===== src/rtl/pickup_spawn_scheduler_pkg.sv =====
// Shared types and defaults for the pickup spawn scheduler.
package pickup_pkg;

  typedef enum logic [2:0] {
    ST_IDLE,
    ST_GAP,
    ST_WAIT_RAND,
    ST_CHECK_MAP,
    ST_PLACE
  } state_t;

  typedef logic [4:0] tile_x_t;
  typedef logic [3:0] tile_y_t;

  localparam int GRID_W_DEF = 20;
  localparam int GRID_H_DEF = 15;

endpackage


===== src/rtl/pickup_spawn_scheduler_if.sv =====
// Tile-map lookup handshake: the scheduler asks whether a tile is occupied.
interface pickup_spawn_scheduler_if;
  import pickup_pkg::*;

  logic    map_req;
  tile_x_t map_x;
  tile_y_t map_y;
  logic    map_ack;
  logic    map_occupied;

  modport master (output map_req, map_x, map_y, input map_ack, map_occupied);
  modport slave  (input map_req, map_x, map_y, output map_ack, map_occupied);

endinterface


===== src/rtl/pickup_spawn_scheduler_slot.sv =====
// One pickup slot: tile position, live flag and lifetime counter.
module pickup_slot
  import pickup_pkg::*;
#(
  parameter int LIFETIME_SEC = 15
) (
  input  logic    clk,
  input  logic    resetN,
  input  logic    one_sec,
  input  logic    load,
  input  logic    hit,
  input  tile_x_t tile_x_in,
  input  tile_y_t tile_y_in,
  output logic    active,
  output tile_x_t tile_x,
  output tile_y_t tile_y
);

  localparam int LIFE_W = (LIFETIME_SEC > 0) ? $clog2(LIFETIME_SEC + 1) : 1;

  logic [LIFE_W-1:0] life;

  always_ff @(posedge clk or negedge resetN) begin
    if (!resetN) begin
      active <= 1'b0;
      life   <= '0;
      tile_x <= '0;
      tile_y <= '0;
    end else if (load) begin
      active <= 1'b1;
      life   <= '0;
      tile_x <= tile_x_in;
      tile_y <= tile_y_in;
    end else if (active) begin
      // tile registers keep their last value after the slot retires
      if (hit || life == LIFE_W'(LIFETIME_SEC)) begin
        active <= 1'b0;
        life   <= '0;
      end else if (one_sec) begin
        life <= life + 1'b1;
      end
    end
  end

endmodule


===== src/rtl/pickup_spawn_scheduler.sv =====
// Bonus-pickup spawn scheduler: picks random tiles, validates them and fills free slots.
//   state      | meaning
//   IDLE       | game stopped, nothing scheduled
//   GAP        | counting one_sec pulses between spawn attempts
//   WAIT_RAND  | waiting for a random candidate tile, rejecting bad ones
//   CHECK_MAP  | tile-map lookup in flight
//   PLACE      | loading the lowest free slot
module pickup_spawn_scheduler
  import pickup_pkg::*;
#(
  parameter int NUM_SLOTS     = 4,
  parameter int SPAWN_GAP_SEC = 5,
  parameter int LIFETIME_SEC  = 15,
  parameter int MAX_RETRY     = 7,
  parameter int GRID_W        = GRID_W_DEF,
  parameter int GRID_H        = GRID_H_DEF
) (
  input  logic                     clk,
  input  logic                     resetN,
  input  logic                     one_sec,
  input  logic                     enable,
  input  logic                     rand_valid,
  input  tile_x_t                  rand_x,
  input  tile_y_t                  rand_y,
  pickup_spawn_scheduler_if.master map,
  input  logic [NUM_SLOTS-1:0]     slot_hit,
  output logic [NUM_SLOTS-1:0]     slot_active,
  output tile_x_t [NUM_SLOTS-1:0]  slot_tile_x,
  output tile_y_t [NUM_SLOTS-1:0]  slot_tile_y,
  output logic                     spawn_pulse,
  output logic                     spawn_fail
);

  localparam int GAP_W   = (SPAWN_GAP_SEC > 0) ? $clog2(SPAWN_GAP_SEC + 1) : 1;
  localparam int RETRY_W = (MAX_RETRY > 0) ? $clog2(MAX_RETRY + 1) : 1;

  state_t               state;
  logic [GAP_W-1:0]     gap;
  logic [RETRY_W-1:0]   retry;
  tile_x_t              cand_x;
  tile_y_t              cand_y;
  logic                 map_req_r;
  logic                 dup;
  logic                 cand_bad;
  logic                 at_limit;
  logic                 any_free;
  logic [NUM_SLOTS-1:0] free_onehot;
  logic [NUM_SLOTS-1:0] load_vec;

  assign map.map_req = map_req_r;
  assign map.map_x   = cand_x;
  assign map.map_y   = cand_y;

  always_comb begin
    dup = 1'b0;
    for (int i = 0; i < NUM_SLOTS; i++) begin
      if (slot_active[i] && slot_tile_x[i] == rand_x && slot_tile_y[i] == rand_y)
        dup = 1'b1;
    end
  end

  assign cand_bad = ({1'b0, rand_x} >= 6'(GRID_W)) ||
                    ({1'b0, rand_y} >= 5'(GRID_H)) || dup;
  assign at_limit = (retry == RETRY_W'(MAX_RETRY));

  // Uses the registered active flags, so a slot retiring this cycle is not yet free.
  always_comb begin
    free_onehot = '0;
    for (int i = 0; i < NUM_SLOTS; i++) begin
      if (!slot_active[i] && free_onehot == '0)
        free_onehot[i] = 1'b1;
    end
  end

  assign any_free = ~&slot_active;
  assign load_vec = (state == ST_PLACE && enable) ? free_onehot : '0;

  always_ff @(posedge clk or negedge resetN) begin
    if (!resetN) begin
      state       <= ST_IDLE;
      gap         <= '0;
      retry       <= '0;
      cand_x      <= '0;
      cand_y      <= '0;
      map_req_r   <= 1'b0;
      spawn_pulse <= 1'b0;
      spawn_fail  <= 1'b0;
    end else begin
      spawn_pulse <= 1'b0;
      spawn_fail  <= 1'b0;
      if (!enable && state != ST_CHECK_MAP) begin
        state <= ST_IDLE;
        gap   <= '0;
        retry <= '0;
      end else begin
        case (state)
          ST_IDLE: state <= ST_GAP;
          ST_GAP: begin
            if (gap == GAP_W'(SPAWN_GAP_SEC)) begin
              gap   <= '0;
              state <= ST_WAIT_RAND;
            end else if (one_sec && any_free) begin
              gap <= gap + 1'b1;
            end
          end
          ST_WAIT_RAND: begin
            if (rand_valid) begin
              cand_x <= rand_x;
              cand_y <= rand_y;
              if (!cand_bad) begin
                map_req_r <= 1'b1;
                state     <= ST_CHECK_MAP;
              end else if (at_limit) begin
                spawn_fail <= 1'b1;
                retry      <= '0;
                state      <= ST_GAP;
              end else begin
                retry <= retry + 1'b1;
              end
            end
          end
          ST_CHECK_MAP: begin
            // the lookup handshake always completes, even when the game stops
            if (map.map_ack) begin
              map_req_r <= 1'b0;
              if (!enable) begin
                gap   <= '0;
                retry <= '0;
                state <= ST_IDLE;
              end else if (!map.map_occupied) begin
                state <= ST_PLACE;
              end else if (at_limit) begin
                spawn_fail <= 1'b1;
                retry      <= '0;
                state      <= ST_GAP;
              end else begin
                retry <= retry + 1'b1;
                state <= ST_WAIT_RAND;
              end
            end
          end
          ST_PLACE: begin
            if (any_free) spawn_pulse <= 1'b1;
            else          spawn_fail  <= 1'b1;
            retry <= '0;
            state <= ST_GAP;
          end
          default: state <= ST_IDLE;
        endcase
      end
    end
  end

  for (genvar g = 0; g < NUM_SLOTS; g++) begin : g_slot
    pickup_slot #(.LIFETIME_SEC(LIFETIME_SEC)) u_slot (
      .clk       (clk),
      .resetN    (resetN),
      .one_sec   (one_sec),
      .load      (load_vec[g]),
      .hit       (slot_hit[g]),
      .tile_x_in (cand_x),
      .tile_y_in (cand_y),
      .active    (slot_active[g]),
      .tile_x    (slot_tile_x[g]),
      .tile_y    (slot_tile_y[g])
    );
  end

endmodule

===== src/flat_wrapper.sv =====
// flat-port wrapper written by rule: the top's interface ports become plain ports
module pickup_spawn_scheduler_flat import pickup_pkg::*;
#(
  parameter int NUM_SLOTS     = 4,
  parameter int SPAWN_GAP_SEC = 5,
  parameter int LIFETIME_SEC  = 15,
  parameter int MAX_RETRY     = 7,
  parameter int GRID_W        = GRID_W_DEF,
  parameter int GRID_H        = GRID_H_DEF
)
  (clk, resetN, one_sec, enable, rand_valid, rand_x, rand_y, slot_hit, slot_active, slot_tile_x, slot_tile_y, spawn_pulse, spawn_fail, map_map_req, map_map_x, map_map_y, map_map_ack, map_map_occupied);
  pickup_spawn_scheduler_if map_i ();
  input  logic clk;
  input  logic resetN;
  input  logic one_sec;
  input  logic enable;
  input  logic rand_valid;
  input  tile_x_t rand_x;
  input  tile_y_t rand_y;
  input  logic [NUM_SLOTS-1:0] slot_hit;
  output logic [NUM_SLOTS-1:0] slot_active;
  output tile_x_t [NUM_SLOTS-1:0] slot_tile_x;
  output tile_y_t [NUM_SLOTS-1:0] slot_tile_y;
  output logic spawn_pulse;
  output logic spawn_fail;
  output wire logic [$bits(map_i.map_req)-1:0] map_map_req;
  output wire logic [$bits(map_i.map_x)-1:0] map_map_x;
  output wire logic [$bits(map_i.map_y)-1:0] map_map_y;
  input wire logic [$bits(map_i.map_ack)-1:0] map_map_ack;
  input wire logic [$bits(map_i.map_occupied)-1:0] map_map_occupied;
  assign map_map_req = map_i.map_req;
  assign map_map_x = map_i.map_x;
  assign map_map_y = map_i.map_y;
  assign map_i.map_ack = map_map_ack;
  assign map_i.map_occupied = map_map_occupied;
  pickup_spawn_scheduler #(.NUM_SLOTS(NUM_SLOTS), .SPAWN_GAP_SEC(SPAWN_GAP_SEC), .LIFETIME_SEC(LIFETIME_SEC), .MAX_RETRY(MAX_RETRY), .GRID_W(GRID_W), .GRID_H(GRID_H)) u_core (.clk(clk), .resetN(resetN), .one_sec(one_sec), .enable(enable), .rand_valid(rand_valid), .rand_x(rand_x), .rand_y(rand_y), .map(map_i), .slot_hit(slot_hit), .slot_active(slot_active), .slot_tile_x(slot_tile_x), .slot_tile_y(slot_tile_y), .spawn_pulse(spawn_pulse), .spawn_fail(spawn_fail));
endmodule

===== config.mk =====
export PLATFORM = sky130hd
export DESIGN_NAME = pickup_spawn_scheduler_flat
export DESIGN_NICKNAME = d
export VERILOG_FILES = /design/src/rtl/pickup_spawn_scheduler_pkg.sv /design/src/rtl/pickup_spawn_scheduler_if.sv /design/src/rtl/pickup_spawn_scheduler_slot.sv /design/src/rtl/pickup_spawn_scheduler.sv /design/src/flat_wrapper.sv
export SDC_FILE = /design/constraint.sdc
export NUM_CORES = 1
export LEC_CHECK = 0
export ABC_AREA = 0
export BUFFER_PORTS_ARGS = -buffer_cell sky130_fd_sc_hd__buf_4
export CAP_MARGIN = 20
export CORE_MARGIN = 3
export CORE_UTILIZATION = 30
export DETAILED_ROUTE_END_ITERATION = 10
export PLACE_DENSITY_LB_ADDON = 0.15
export SLEW_MARGIN = 20
export SYNTH_ARGS = -nofsm -noshare
export SYNTH_HDL_FRONTEND = slang
export SYNTH_SLANG_ARGS = --single-unit

===== constraint.sdc =====
create_clock -name clk -period 3.95 [get_ports clk]
set_input_delay 0.79 -clock clk [delete_from_list [all_inputs] [get_ports clk]]
set_output_delay 0.79 -clock clk [all_outputs]
set_load 0.05 [all_outputs]

== Word-level counts from Yosys, hierarchy flattened ==
Cells that the tools add are included.
W data, S select, Z words.

* Input bits: 20
* Logic and storage cells: 190
* Register bits after elaboration: 77

* Reduce and logical (&&, ||, !) cells: 50
* Mux-type cells: 77
* Magnitude comparators: 2
* Bitwise gates (word level): 1
* Add/subtract/negate cells: 6
* Eq/ne operators: 30

{| class="wikitable"
|+ Operators with widths
! kind !! number
|-
| $mux W4 || 17
|-
| $mux W3 || 20
|-
| $mux W1 || 34
|-
| $eq A5 B5 Y1 || 4
|-
| $add A4 B1 Y4 const B || 4
|-
| $eq A4 B4 Y1 || 4
|-
| $eq A4 B4 Y1 const B || 4
|-
| $reduce_bool A3 Y1 || 5
|-
| $logic_and A1 B1 Y1 || 14
|-
| $ne A3 B2 Y1 const B || 4
|-
| $pmux W3 S4 || 1
|-
| $reduce_and A4 Y1 || 3
|-
| $reduce_and A5 Y1 || 2
|-
| $reduce_bool A2 Y1 || 5
|-
| $eq A3 B3 Y1 const B || 3
|-
| $pmux W3 S3 || 1
|-
| $reduce_and A2 Y1 || 4
|-
| $add A3 B1 Y3 const B || 2
|-
| $eq A3 B2 Y1 const B || 2
|-
| $logic_not A3 Y1 || 2
|-
| $logic_or A1 B1 Y1 || 6
|-
| $ne A2 B2 Y1 const B || 3
|-
| $ne A3 B1 Y1 const B || 2
|-
| $pmux W3 S2 || 1
|-
| other kinds (15) || 19
|}

== Logic depth before layout (Yosys ltp) ==
Gate-level depths: netlist of the first run.

* Word-level depth: 12
* Gate-level depth with buffers: 9

== Cells and area by module ==
Synthesis of the first run repeated with hierarchy kept, for this count alone.

* Cells, all modules: 364
* Area, all modules: 4073.9 sq um

{| class="wikitable"
|+ Modules (own cells, without submodules)
! module !! cells an instance !! instances !! sequential area each (sq um) !! area an instance (sq um)
|-
| pickup_slot || 50 || 4 || 350.3 || 615.6
|-
| pickup_spawn_scheduler || 164 || 1 || 525.5 || 1611.5
|}

== Worst setup path before layout of the first run ==
OpenSTA, ideal clock, no wires.

* Path type: input -> register
* Start point: input port rand_y[3]
* End point: register u_core.retry[0]
* Setup slack: 1442 ps
* Stages: 7
* Setup time: 125 ps
* Arrival time: 2383 ps
* Cells stage by stage: buf_4 -> xor2_1 -> nor4_1 -> a41o_1 -> or4_4 -> o31a_4 -> mux2_4

* Longest elaborated chain between the ends: 9

{| class="wikitable"
|+ RTL lines
! what !! line !! text
|-
| start, declared || flat_wrapper.sv:19 || <nowiki>input tile_y_t rand_y;</nowiki>
|-
| $eq A4 B4 Y1 || pickup_spawn_scheduler.sv:57 || <nowiki>if (slot_active[i] && slot_tile_x[i] == rand_x && slot_tile_y[i] == rand_y)</nowiki>
|-
| $logic_and A1 B1 Y1 || pickup_spawn_scheduler.sv:57 ||
|-
| $mux W1 (4 in a row) || pickup_spawn_scheduler.sv:57 ||
|-
| $logic_or A1 B1 Y1 * || pickup_spawn_scheduler.sv:63 || <nowiki>({1'b0, rand_y} >= 5'(GRID_H)) || dup;</nowiki>
|-
| $ne A3 B1 Y1 (no line) * || n/a ||
|-
| $reduce_and A5 Y1 (no line) * || n/a ||
|-
| end signal, assigned || pickup_spawn_scheduler.sv:118 || <nowiki>retry <= retry + 1'b1;</nowiki>
|-
| end signal, assigned || pickup_spawn_scheduler.sv:137 || <nowiki>retry <= retry + 1'b1;</nowiki>
|-
| end, declared || pickup_spawn_scheduler.sv:39 || <nowiki>logic [RETRY_W-1:0] retry;</nowiki>
|}

Every way passes the cells marked *; elsewhere a longest branch is shown, timed or not.
A chain may end at the register's enable or synchronous reset.

== Worst setup path after layout of the first run ==
* Start point: input port rand_y[3]
* End point: register u_core.retry[1]

Same word-level chain as after synthesis.

==> results.json, run 1 <==
{
  "crit_type": "primary input to flop",
  "rr_startpoint": "u_core.state[1]",
  "synth.top_cell.area_share": 0.480,
  "antenna_found_initial": 0,
  "clockBufferDepth": 2,
  "cp_num_buf_inv": 1,
  "die_w_um": 122,
  "yosys.area_share.adder": 0.0187,
  "syn-cell-area_sq_um": 4020,
  "finalPower_mw": 2.74,
  "hold_violations": 0,
  "drt_iter0_drc": 144,
  "die_h_um": 122,
  "regArea_sq_um": 1930,
  "clk_latency_ps": 330,
  "vias": 3023,
  "dp_hpwl_mm": 7.35,
  "drt-wirelength-per-cell_um": 16.5,
  "r2r_slack_ps": 1710,
  "cp_cell_sequence": "buf_4, xor2_1, nor4_1, a41o_1, or4_4, o31a_4, mux2_4",
  "start_util": 0.312,
  "p_leak_nw": 2.38,
  "cp.arrival_ps": 2500,
  "die_area_sq_um": 14800,
  "synth_warnings": 0,
  "fillCellCount": 1286,
  "final_cell_area_sq_um": 4880,
  "fmax_ghz": 0.438,
  "synth_compound_area_frac": 0.0782,
  "synth-seq-cells": 77,
  "cts.sinks": 77,
  "cp_top_family": "simple AND/OR/NAND/NOR gates",
  "min_path_type": "primary input to async pin",
  "synth_top_cell_by_area": "dfrtp_1",
  "drt-pass1-iter-count": 4,
  "required_ps": 4170,
  "overflow": 0,
  "setup-tns-final_ps": 0,
  "via_per_inst": 4.80,
  "clock_skew_ps": 6.95,
  "min_period_ps": 2280,
  "grt_pass1_wl_mm": 17.0,
  "synth_fp_nets": 423,
  "htreeDepth": 3,
  "slew_headroom": 0.357,
  "post_cts_resized": 0,
  "synthFlopType": "dfrtp_1",
  "slowest_delay_ps": 460,
  "synth_edf_count": 0,
  "core_region_area_sq_um": 12900,
  "final_net_count": 479,
  "synth_mux_area_frac": 0.0982,
  "ff2ff_path_depth": 6,
  "syn_to_final_growth_pct": 21.5,
  "yosysSeqAreaShare": 0.480,
  "fin_crit_sh": 0.578,
  "rsz0062_at_grt": "no",
  "end_kind": "flop",
  "synth_xor_area_frac": 0.0785,
  "worst_pin_slew_ps": 961,
  "finalSetupViolations": 0,
  "cts_setup_buffers": 0,
  "r2r_end": "u_core.g_slot[2].u_slot.tile_x[0]",
  "maxCapViolations": 0,
  "async_flop_share": 1.00,
  "grt_usage": 0.150,
  "synth_top_family_by_area": "simple AND/OR/NAND/NOR gates",
  "io_pins": 72,
  "grt_max_degree": 78,
  "tritoncts": "built",
  "port_buffers": 71,
  "syn_avg_cell_area_sq_um": 10.1,
  "drive_gt1_frac": 0.282,
  "cts_root_buf": "clkbuf_16",
  "gp_congestion": 0.801,
  "synthCells": 397,
  "critical_path.max_fanout": 6,
  "place_area_sq_um": 4570,
  "peakVddDrop_mv": 0.302,
  "drc": 0,
  "status": "finished, final reports clean",
  "insertedDiodeCount": 0,
  "postRouteAntennaNets": 0,
  "synthSimpleGateAreaFrac": 0.190,
  "cts-hold-fix-buffers": 0,
  "finalMaxSlewViolations": 0,
  "crit_path_start_kind": "primary input",
  "wirelength_mm": 10.4,
  "cts_buffers": 9,
  "power.density_nw_per_um2": 561,
  "ys_types": 49,
  "row_count": 41,
  "multiInputGateArea_sq_um": 1860,
  "final_cell_mix": "nand2_1, dfrtp_1, buf_4, mux2_2, xnor2_1",
  "grt_pass1_vias": 3106,
  "layout_commonest_cell": "nand2_1",
  "synth_area_leaders": "dfrtp_1, mux2_2, nand2_1",
  "worst_path_max_delay_cell": "or4_4",
  "path_clk_slew_ps": 60
}
==> flip-flops by register name (all words and copies together) (netlist names) <==
| signal | cells |
|---|---|
| u_core.g_slot.u_slot.life | 16 |
| u_core.state | 3 |
| u_core.map.map_x | 5 |
| u_core.g_slot.u_slot.active | 4 |
| u_core.g_slot.u_slot.tile_x | 20 |
| u_core.map.map_y | 4 |
| u_core.spawn_pulse | 1 |
| u_core.map.map_req | 1 |
| u_core.retry | 3 |
| u_core.g_slot.u_slot.tile_y | 16 |
| u_core.gap | 3 |
| u_core.spawn_fail | 1 |
==> cell usage after synthesis (2+ instances only) <==
library cell  count
nor3b_1           2
nand3b_1          2
mux2_2           29
inv_1             4
nor2b_1           2
buf_6             3
xnor2_1          28
mux2_4            3
clkbuf_8          3
nand3_1           6
mux2_1            2
nor4_1            4
or2_2             2
or2b_2            2
buf_4            11
dfrtp_1          77
o21a_1            3
xor2_1            8
a21oi_1          11
o21ai_0          18
and3_1            3
a22o_1            3
nor2_1           17
a31oi_1           3
nand4_1          16
o22ai_1           2
nand2b_1          3
clkbuf_1          9
ha_1              6
nand2_1          87
nor3_1            8
o31ai_1           3
==> worst max-delay path by stage <==
stage | from | end | slack (ps) | cells past startpoint
final | rand_y[3] | u_core.retry[1] | 1670 | 7
after global routing | u_core.state[2] | u_core.g_slot[2].u_slot.tile_y[1] | 1310 | 6
after CTS | u_core.state[2] | u_core.g_slot[2].u_slot.tile_x[0] | 1600 | 6
after detailed placement | rand_y[1] | u_core.retry[1] | 1320 | 7
after global placement | rand_y[1] | u_core.retry[2] | 1340 | 7
after floorplan | rand_y[3] | u_core.retry[0] | 1440 | 7
==> routing by layer <==
layer / vias up / global-route usage / part of all wire
li1: 1474 / - / -
met3: 9 / 0.0469 / 0.057
met2: 80 / 0.232 / 0.46
met5: - / 0 / 0
met4: 0 / 0.0357 / 0.0093
met1: 1460 / 0.206 / 0.48
==> worst reg2reg max path, stage by stage (launching register included) <==
cell,delay (ps)
dfrtp_1,480
nor3b_2,290
and3_1,330
nand2_1,120
nor2_1,750
nand2_1,110
nand2_1,90
==> stage by stage <==
| stage | setup slack [ps] | std cells | utilization | hold slack, ps |
|---|---|---|---|---|
| floorplan | 1440 | 397 | - | 446 |
| global placement | 1340 | 614 | 0.355 | 468 |
| detailed placement | 1320 | 614 | 0.355 | 469 |
| CTS | 1600 | 630 | 0.379 | 483 |
| global route | 1310 | 630 | 0.379 | 490 |
| finish | 1670 | 630 | 0.379 | 474 |
==> area by class of cell <==
class | count | share of cell area
Clock inverter | 5 | 0.0123
Clock buffer | 11 | 0.0497
Timing Repair Buffer | 74 | 0.115
Sequential cell | 77 | 0.395
Tap cell | 172 | 0.0441
Multi-Input combinational cell | 287 | 0.381
Inverter | 4 | 0.00308
==> logic make-up (layout without fill, tap and decap cells) <==
group,Yosys count,after routing
simple gates,161,161
flops,77,77
compound gates,50,50
xor+xnor,36,36
mux,34,34
buf+inv,33,94
fa+ha+maj,6,6
==> power breakdown <==
part	switching (mW)	total (mW)	internal, mW
Clock	0.332	0.840	0.508
Sequential	0.154	1.07	0.911
Combinational	0.509	0.833	0.324
Total	0.996	2.74	1.74
(Power assumes the default switching activity.)
==> run 2, diff against run 1 <==
--- a/config.mk
+++ b/config.mk
@@ -5,7 +5,7 @@
 export SDC_FILE = /design/constraint.sdc
 export NUM_CORES = 1
 export LEC_CHECK = 0
-export ABC_AREA = 0
+export ABC_AREA = 1
 export BUFFER_PORTS_ARGS = -buffer_cell sky130_fd_sc_hd__buf_4
 export CAP_MARGIN = 20
 export CORE_MARGIN = 3
==> constraint.sdc (replaced) <==
create_clock -name clk -period 2.3 [get_ports clk]
set_input_delay 0.46 -clock clk [delete_from_list [all_inputs] [get_ports clk]]
set_output_delay 0.46 -clock clk [all_outputs]
set_load 0.05 [all_outputs]
==> results.json, run 2 <==
{
  "status": "finished, final reports clean",
  "synth_top_cell_by_area": "dfrtp_1",
  "synthCells": 546,
  "drt-wirelength-per-cell_um": 14.6,
  "clockBufferDepth": 2,
  "final_net_count": 648,
  "grt_usage": 0.166,
  "crit_path_start_kind": "flop",
  "drt-pass1-iter-count": 5,
  "drive_gt1_frac": 0.180,
  "via_per_inst": 4.62,
  "min_path_type": "primary input to async pin",
  "post_cts_resized": 0,
  "required_ps": 2530,
  "worst_pin_slew_ps": 672,
  "min_period_ps": 1910,
  "syn_avg_cell_area_sq_um": 7.54,
  "rr_startpoint": "u_core.state[1]",
  "regMostFlops": "u_core.g_slot.u_slot.tile_x",
  "met1_usage": 0.237,
  "grt.busiest_layer": "met2",
  "antenna_found_initial": 0,
  "cp.arrival_ps": 2140,
  "slew_headroom": 0.551,
  "final_cell_mix": "nand2_1, inv_1, buf_4, dfrtp_1, o21ai_0",
  "finalMaxSlewViolations": 0,
  "grt_pass1_wl_mm": 19.3,
  "hold_slack_ps": 35.3,
  "ff2ff_path_depth": 10,
  "cts_setup_buffers": 0,
  "cts_root_buf": "clkbuf_16",
  "dpl.cell_count": 787,
  "maxCapViolations": 0,
  "ys_types": 38,
  "grtUsageMet2": 0.245,
  "drc": 0,
  "row_count": 42,
  "synth_edf_count": 0,
  "tritoncts": "built",
  "fillCellCount": 1416,
  "end_kind": "flop",
  "grt_pass1_vias": 3635,
  "drt_iter0_drc": 269,
  "gp_congestion": 0.848,
  "die_area_sq_um": 15200,
  "r2r_end": "u_core.g_slot[2].u_slot.life[3]",
  "syn_to_final_growth_pct": 26.3,
  "finalSetupViolations": 0,
  "overflow": 0,
  "clk_latency_ps": 340,
  "grt_max_degree": 28,
  "finalNonFillerCells": 803,
  "htreeDepth": 3,
  "die_w_um": 123,
  "gr-usage-met3": 0.0435,
  "hold_violations": 0,
  "synth.top_cell.area_share": 0.468,
  "path_clk_slew_ps": 60,
  "start_util": 0.308,
  "clock_skew_ps": 7.00,
  "core_region_area_sq_um": 13300,
  "power.density_nw_per_um2": 1010,
  "layout_commonest_cell": "nand2_1",
  "io_pins": 72,
  "vias": 3710,
  "insertedDiodeCount": 0,
  "cts-hold-fix-buffers": 0,
  "async_flop_share": 1.00,
  "yosysMostFrequentCell": "nand2_1",
  "reg_top3": "u_core.g_slot.u_slot.tile_x: 20 flops, u_core.g_slot.u_slot.life: 16 flops, u_core.g_slot.u_slot.tile_y: 16 flops",
  "ys_top_cells_by_count": "nand2_1, inv_1, dfrtp_1",
  "synth_area_leaders": "dfrtp_1, nand2_1, o21ai_0",
  "dp_hpwl_mm": 8.97,
  "yosysSeqAreaShare": 0.468,
  "synth_fp_nets": 572,
  "p_leak_nw": 2.58,
  "fmax_ghz": 0.524,
  "setup-tns-final_ps": 0,
  "critical_path.max_fanout": 9,
  "rsz0062_at_grt": "no",
  "synth_warnings": 0,
  "fin_crit_sh": 0.830,
  "port_buffers": 71,
  "peakVddDrop_mv": 0.607,
  "r2r_slack_ps": 390,
  "cts_buffers": 9,
  "crit_type": "flop to flop",
  "postRouteAntennaNets": 0,
  "syn-cell-area_sq_um": 4120,
  "largest_register_ffs": 20,
  "synth-seq-cells": 77,
  "synthFlopType": "dfrtp_1",
  "wirelength_mm": 11.7,
  "cts.sinks": 77,
  "die_h_um": 123
}
run 2: cell types whose count changed after synthesis, moves of 28 or more:
cell	previous run	this run
o21ai_0	18	70
nor2_1	17	51
mux2_2	29	0
inv_1	4	79
xnor2_1	28	0
nand2_1	87	152
run 2: kinds of logic (layout without fill, tap and decap cells):
kind of cell               Yosys count  after routing  synth area share
AOI/OAI and AO/OA                  101            101             0.133
xor gates and xnor gates             8              8            0.0170
adders and majority gates            6              6            0.0182
buffers and inverters               98            179            0.0948
DFF                                 77             77             0.468
muxes                                2              2           0.00486
and+or+nand+nor                    254            254             0.264
run 2: worst max path at each step:
stage / from / endpoint / slack, ps / cells past startpoint
floorplan: u_core.g_slot[3].u_slot.tile_x[2] / u_core.state[1] / 610 / 10
global placement: rand_x[4] / u_core.retry[0] / 270 / 11
detailed placement: rand_x[4] / u_core.retry[2] / 210 / 11
CTS: u_core.state[0] / u_core.g_slot[2].u_slot.life[3] / 360 / 10
global route: u_core.state[0] / u_core.g_slot[2].u_slot.life[3] / 240 / 10
finish: u_core.state[1] / u_core.g_slot[2].u_slot.life[3] / 390 / 10
run 2: final cells by class:
class / instances / area, sq um / area share
sequential: 77 / 1930 / 0.371
multi-input combinational: 371 / 1800 / 0.346
timing repair buffer: 78 / 598 / 0.115
inverter: 85 / 319 / 0.0614
clock buffer: 11 / 253 / 0.0486
tap: 176 / 220 / 0.0424
clock inverter: 5 / 82.6 / 0.0159
run 2: critical path, cell delays in order, from the launching register on:
cell,delay [ps]
dfrtp_1,440
nor2_2,160
nand2_2,120
nor2_4,130
inv_2,80
nor3_4,360
inv_2,130
nand2_2,140
nand2_1,60
nor2_1,120
nor3_2,60
run 2: metal layers:
layer | vias up | share of wire
met5 | - | 0
met4 | 0 | 0.012
met3 | 10 | 0.071
met2 | 90 | 0.44
met1 | 1732 | 0.48
li1 | 1878 | -
run 2: metrics by stage:
stage               power [mW]  cell area, sq um   util  worst slack (ps)
floorplan                 3.08              4120      -               610
global placement          3.66              4860  0.364               273
detailed placement        3.69              4860  0.364               211
CTS                       5.31              5200  0.389               358
global route              5.57              5200  0.389               237
finish                    5.24              5200  0.389               392
run 2: power breakdown:
part	internal [mW]	switching, mW	leakage [nW]
clock network	1.01	0.577	0.154
registers	1.62	0.285	1.01
logic	0.536	1.21	1.42
total	3.16	2.08	2.58
